## config.mk

```make
export PLATFORM = sky130hd
export DESIGN_NAME = download_ddr_packer
export DESIGN_NICKNAME = d
export VERILOG_FILES = /design/src/rtl/download_ddr_packer.sv
export SDC_FILE = /design/constraint.sdc
export NUM_CORES = 1
export LEC_CHECK = 0
export ABC_CLOCK_PERIOD_IN_PS = 4500
export BUFFER_PORTS_ARGS = -buffer_cell sky130_fd_sc_hd__buf_2
export CAP_MARGIN = 20
export CORE_AREA = 3 3 118 120
export DETAILED_ROUTE_END_ITERATION = 7
export DIE_AREA = 0 0 121 123
export PLACE_DENSITY = 0.87
export SETUP_SLACK_MARGIN = 0.05
export SYNTH_ARGS = -nofsm -noshare
export SYNTH_HDL_FRONTEND = slang
export SYNTH_SLANG_ARGS = --single-unit
```

## constraint.sdc

```tcl
create_clock -name clk_sys -period 4.5 [get_ports clk_sys]
set_input_delay 0.9 -clock clk_sys [delete_from_list [all_inputs] [get_ports clk_sys]]
set_output_delay 0.9 -clock clk_sys [all_outputs]
set_load 0.02 [all_outputs]
```

## src/rtl/download_ddr_packer.sv

```systemverilog
// Packs 16-bit HPS download words into byte-masked 64-bit DDR writes; a write issues the cycle after lane 3, a group change or download end.
// ioctl_wait is held high for as long as the DDR request is outstanding; ioctl_wr during that window is dropped.
module download_ddr_packer #(
   parameter logic [31:0] BASE_ADDR = 32'h0000_0000
) (
   input  logic        clk_sys,
   input  logic        reset_n,
   input  logic        ioctl_download,
   input  logic        ioctl_wr,
   input  logic [24:0] ioctl_addr,
   input  logic [15:0] ioctl_dout,
   output logic        ioctl_wait,
   output logic        ddr_wr,
   output logic [31:0] ddr_addr,
   output logic [63:0] ddr_din,
   output logic [7:0]  ddr_mask,
   output logic [7:0]  ddr_burst_count,
   input  logic        ddr_wait_req,
   output logic        done
);

   typedef enum logic {ACC, WRITE} state_t;

   state_t      state_q, state_d;
   logic [21:0] grp_q, grp_d;
   logic [63:0] din_d;
   logic [7:0]  mask_d;
   logic        addr_ld;

   logic        pend_vld_q, pend_vld_d;
   logic [15:0] pend_dat_q, pend_dat_d;
   logic [1:0]  pend_lane_q, pend_lane_d;
   logic [21:0] pend_grp_q, pend_grp_d;

   logic        dl_q, dl_seen_q, dl_rise;
   logic [1:0]  lane;
   logic [21:0] grp_in;
   logic        wr_ok;
   logic        addr_bit0_unused;

   assign lane             = ioctl_addr[2:1];
   assign grp_in           = ioctl_addr[24:3];
   assign wr_ok            = ioctl_wr & ~ioctl_wait;
   assign dl_rise          = ioctl_download & ~dl_q;
   assign addr_bit0_unused = ioctl_addr[0];
   assign ddr_burst_count  = 8'd1;

   function automatic logic [7:0] lane_mask(input logic [1:0] k);
      return 8'b11 << {k, 1'b0};
   endfunction

   always_comb begin
      state_d     = state_q;
      grp_d       = grp_q;
      din_d       = ddr_din;
      mask_d      = ddr_mask;
      addr_ld     = 1'b0;
      pend_vld_d  = pend_vld_q;
      pend_dat_d  = pend_dat_q;
      pend_lane_d = pend_lane_q;
      pend_grp_d  = pend_grp_q;

      case (state_q)
         ACC: begin
            if (wr_ok) begin
               if (ddr_mask == 8'h00) begin
                  din_d                    = 64'h0;
                  din_d[{lane, 4'h0} +: 16] = ioctl_dout;
                  mask_d                   = lane_mask(lane);
                  grp_d                    = grp_in;
                  addr_ld                  = 1'b1;
                  if (lane == 2'd3) state_d = WRITE;
               end else if (grp_in == grp_q) begin
                  din_d[{lane, 4'h0} +: 16] = ioctl_dout;
                  mask_d                   = ddr_mask | lane_mask(lane);
                  if (lane == 2'd3) state_d = WRITE;
               end else begin
                  // Flush the current group untouched; the new word waits in the pending slot.
                  state_d     = WRITE;
                  pend_vld_d  = 1'b1;
                  pend_dat_d  = ioctl_dout;
                  pend_lane_d = lane;
                  pend_grp_d  = grp_in;
               end
            end
            // Level-sensitive so a word reloaded from pending after download end still flushes.
            if (state_d == ACC && mask_d != 8'h00 && !ioctl_download) state_d = WRITE;
         end
         WRITE: begin
            if (!ddr_wait_req) begin
               state_d = ACC;
               din_d   = 64'h0;
               mask_d  = 8'h00;
               if (pend_vld_q) begin
                  din_d[{pend_lane_q, 4'h0} +: 16] = pend_dat_q;
                  mask_d                          = lane_mask(pend_lane_q);
                  grp_d                           = pend_grp_q;
                  addr_ld                         = 1'b1;
                  pend_vld_d                      = 1'b0;
                  if (pend_lane_q == 2'd3) state_d = WRITE;
               end
            end
         end
         default: state_d = ACC;
      endcase
   end

   always_ff @(posedge clk_sys or negedge reset_n) begin
      if (!reset_n) begin
         state_q     <= ACC;
         ddr_wr      <= 1'b0;
         ioctl_wait  <= 1'b0;
         ddr_din     <= 64'h0;
         ddr_mask    <= 8'h00;
         ddr_addr    <= 32'h0;
         grp_q       <= 22'h0;
         pend_vld_q  <= 1'b0;
         pend_dat_q  <= 16'h0;
         pend_lane_q <= 2'd0;
         pend_grp_q  <= 22'h0;
         dl_q        <= 1'b0;
         dl_seen_q   <= 1'b0;
         done        <= 1'b0;
      end else begin
         state_q     <= state_d;
         ddr_wr      <= (state_d == WRITE);
         ioctl_wait  <= (state_d == WRITE);
         ddr_din     <= din_d;
         ddr_mask    <= mask_d;
         grp_q       <= grp_d;
         if (addr_ld) ddr_addr <= BASE_ADDR + {7'h0, grp_d, 3'b000};
         pend_vld_q  <= pend_vld_d;
         pend_dat_q  <= pend_dat_d;
         pend_lane_q <= pend_lane_d;
         pend_grp_q  <= pend_grp_d;
         dl_q        <= ioctl_download;
         dl_seen_q   <= dl_seen_q | dl_rise;
         if (dl_rise)
            done <= 1'b0;
         else if (dl_seen_q && !ioctl_download && state_q == ACC &&
                  ddr_mask == 8'h00 && !pend_vld_q)
            done <= 1'b1;
      end
   end

endmodule
```

==> flow_summary.toml <==
[clock_network]
cts_tree = "done"
root_buffer = "clkbuf_16"
clk_path_buf_depth = 2
cts_setup_buffers = 0
cts-htree-levels = 4
ctsResizeCount = 0
clk_latency_ns = 0.43
clock-sinks = 161
clk_pin_slew_ns = 0.06
hold_buffers = 0
cts-buffers-inserted = 17

[timing]
hold_viol_final = 0
fin_setup_tns_ns = 0
setup_violations = 0
max_freq_ghz = 0.3278
drv_slew = 0
tightest_slew_ns = 1.017
max-slew-margin-rel_pct = 31.89
min_period_ns = 3.051
timing.final.crit_share_pct = 67.80
rsz0062_at_grt = "false"
finClkSkew_ns = 0.008944

[synth]
synth_seq_cells = 161
synth-main-ff-cell = "dfrtp_1"
yosys.area.top_type = "dfrtp_1"
synthCells = 607
synth-edff-count = 0
yosys.area.top_type_share_pct = 52.80
yosysSeqAreaShare_pct = 52.80
syn_area_per_cell_sq_um = 12.57
synth_cell_types = 42
yosysWarnings = 0
synth_area_leaders = "dfrtp_1, mux2_2, mux2_4"
synth.cell_area_sq_um = 7630
async_reset_ff_share_pct = 100.0

[cells_and_area]
fin_nets = 797
antennaDiodeCount = 0
stdcell_area_sq_um = 8997
area.growth.synth_to_final_pct = 17.92
drive_above_1_share_pct = 39.34
most-common-layout-cells = "dfrtp_1, buf_2, nand2_1"
final_common_cell = "dfrtp_1"

[pwr]
p_total_uw = 5727
powerDensity_nw_per_um2 = 636.5
peakVddDrop_uv = 408.1
p_leak_uw = 0.004704

[setup_path]
critPathMaxStageDelay_ns = 0.82
worstPathCellList = "nand2b_1, nand2_1, o21a_2, a41oi_4, mux2_2"
path_max_fanout = 16
r2r_cells = 5
cp.arrival_ns = 3.36
worst_path_max_delay_cell = "a41oi_4"
end_kind = "register"
cp-start-kind = "register"
cp_num_buf_inv = 0
cp.required_ns = 4.81
path_depth = 5
setup.worst_path.class = "register to register"
crit_family = "compound AO/OA/AOI/OAI gates"

[drt]
drt_pre_antenna_iters = 5
wl_microns = 18580
dr.first_iter.drc_count = 437
ant_nets = 0
wire_per_inst_microns = 19.95
vias = 5491
via_per_inst = 5.898
drc = 0

[placed_design]
place_congestion = 0.8837
postPlaceCellArea_sq_um = 8404
dp_hpwl_microns = 12650
numPortBuffers = 141

[outcome]
status = "complete, no violations"

[min_path]
hold_class = "register to register"
hold_depth = 2

[die]
io_pins = 161
start_util_pct = 58.31
core-area_sq_um = 13090
die_x_microns = 121
fp.dieH_microns = 123
die_area_sq_um = 14880
rows = 42

[global_route]
grt_pass1_vias = 5580
overflow = 0
antenna_found_initial = 2
grt_pass1_wl_microns = 28930
grt_max_degree = 105
track_usage_pct = 25.18

[flow_run]
drv_cap = 0
==> layer usage <==
layer / vias up / track usage (%) / routed length, microns
met2: 226 / 41.47 / 9176
li1: 2427 / - / -
met4: 4 / 10.20 / 378
met3: 38 / 5.581 / 1168
met1: 2796 / 32.63 / 7822
met5: - / 0 / 32
==> state kept, by name (all words and copies together) (netlist names), 2 cells and up <==
| name | flops |
|---|---|
| pend_lane_q | 2 |
| ddr_din | 64 |
| ddr_addr | 22 |
| pend_dat_q | 16 |
| grp_q | 22 |
| ddr_mask | 8 |
| pend_grp_q | 22 |
==> synth_stat cells (all sizes together), types with 5 or more instances <==
master and count:
a22oi 22, clkbuf 22, nand2 101, a21oi 5
a221o 6, a22o 64, dfrtp 161, mux2 102
buf 28, xnor2 18, inv 8, o21ai 8
nor2 9, ha 9
==> worst reg2reg max path, stage by stage (launching register included) <==
cell and delay [ns]:
dfrtp_1 0.56, nand2b_1 0.46, nand2_1 0.36, o21a_2 0.30, a41oi_4 0.82, mux2_2 0.44
==> cell families (layout without fill, tap and decap cells) <==
family | count (synthesis) | in the layout | share of synthesized area [%]
xor gates and xnor gates | 22 | 22 | 2.525
buffers and inverters | 58 | 190 | 4.608
AOI/OAI and AO/OA | 114 | 114 | 13.14
and+or+nand+nor | 137 | 137 | 8.068
other | 2 | 18 | 0.09843
muxes | 104 | 104 | 17.28
adders and majority gates | 9 | 9 | 1.476
DFF | 161 | 161 | 52.80
==> layout make-up <==
type | instances | area (sq um)
multi-input combinational | 404 | 3348
clock buffer | 18 | 439.2
tap | 176 | 220.2
fill | 923 | 4088
timing repair buffer | 150 | 799.5
clock inverter | 14 | 131.4
sequential | 161 | 4029
inverter | 8 | 30.03
==> per-stage QoR <==
stage / instances / util [%] / hold slack [ns] / worst slack [ns]
finish: 931 / 68.76 / 0.4761 / 1.449
global route: 931 / 68.76 / 0.4939 / 1.343
CTS: 929 / 68.59 / 0.4811 / 1.512
detailed placement: 897 / 64.23 / 0.4593 / 1.099
global placement: 897 / 64.23 / 0.4402 / 1.097
floorplan: 623 / - / 0.4275 / 1.810
==> final timing paths <==
path	slack, ns	endpoint	startpoint
setup / recovery	1.45	ddr_din[4]$_DFFE_PN0P_	state_q$_DFF_PN0_
hold / removal	0.48	ddr_addr[14]$_DFFE_PN0P_	ddr_addr[14]$_DFFE_PN0P_
setup reg to reg	1.45	ddr_din[4]$_DFFE_PN0P_	state_q$_DFF_PN0_
hold reg to reg	0.48	ddr_addr[14]$_DFFE_PN0P_	ddr_addr[14]$_DFFE_PN0P_
max in group asynchronous	2.95	ddr_din[51]$_DFFE_PN0P_	reset_n
min in group asynchronous	0.60	ddr_addr[23]$_DFFE_PN0P_	reset_n
==> power breakdown <==
part | total (uW) | internal (uW) | switching [uW]
Combinational | 2030 | 851 | 1180
Sequential | 2310 | 1920 | 382
Clock | 1390 | 782 | 608
Power figures use the tool's default switching activity.
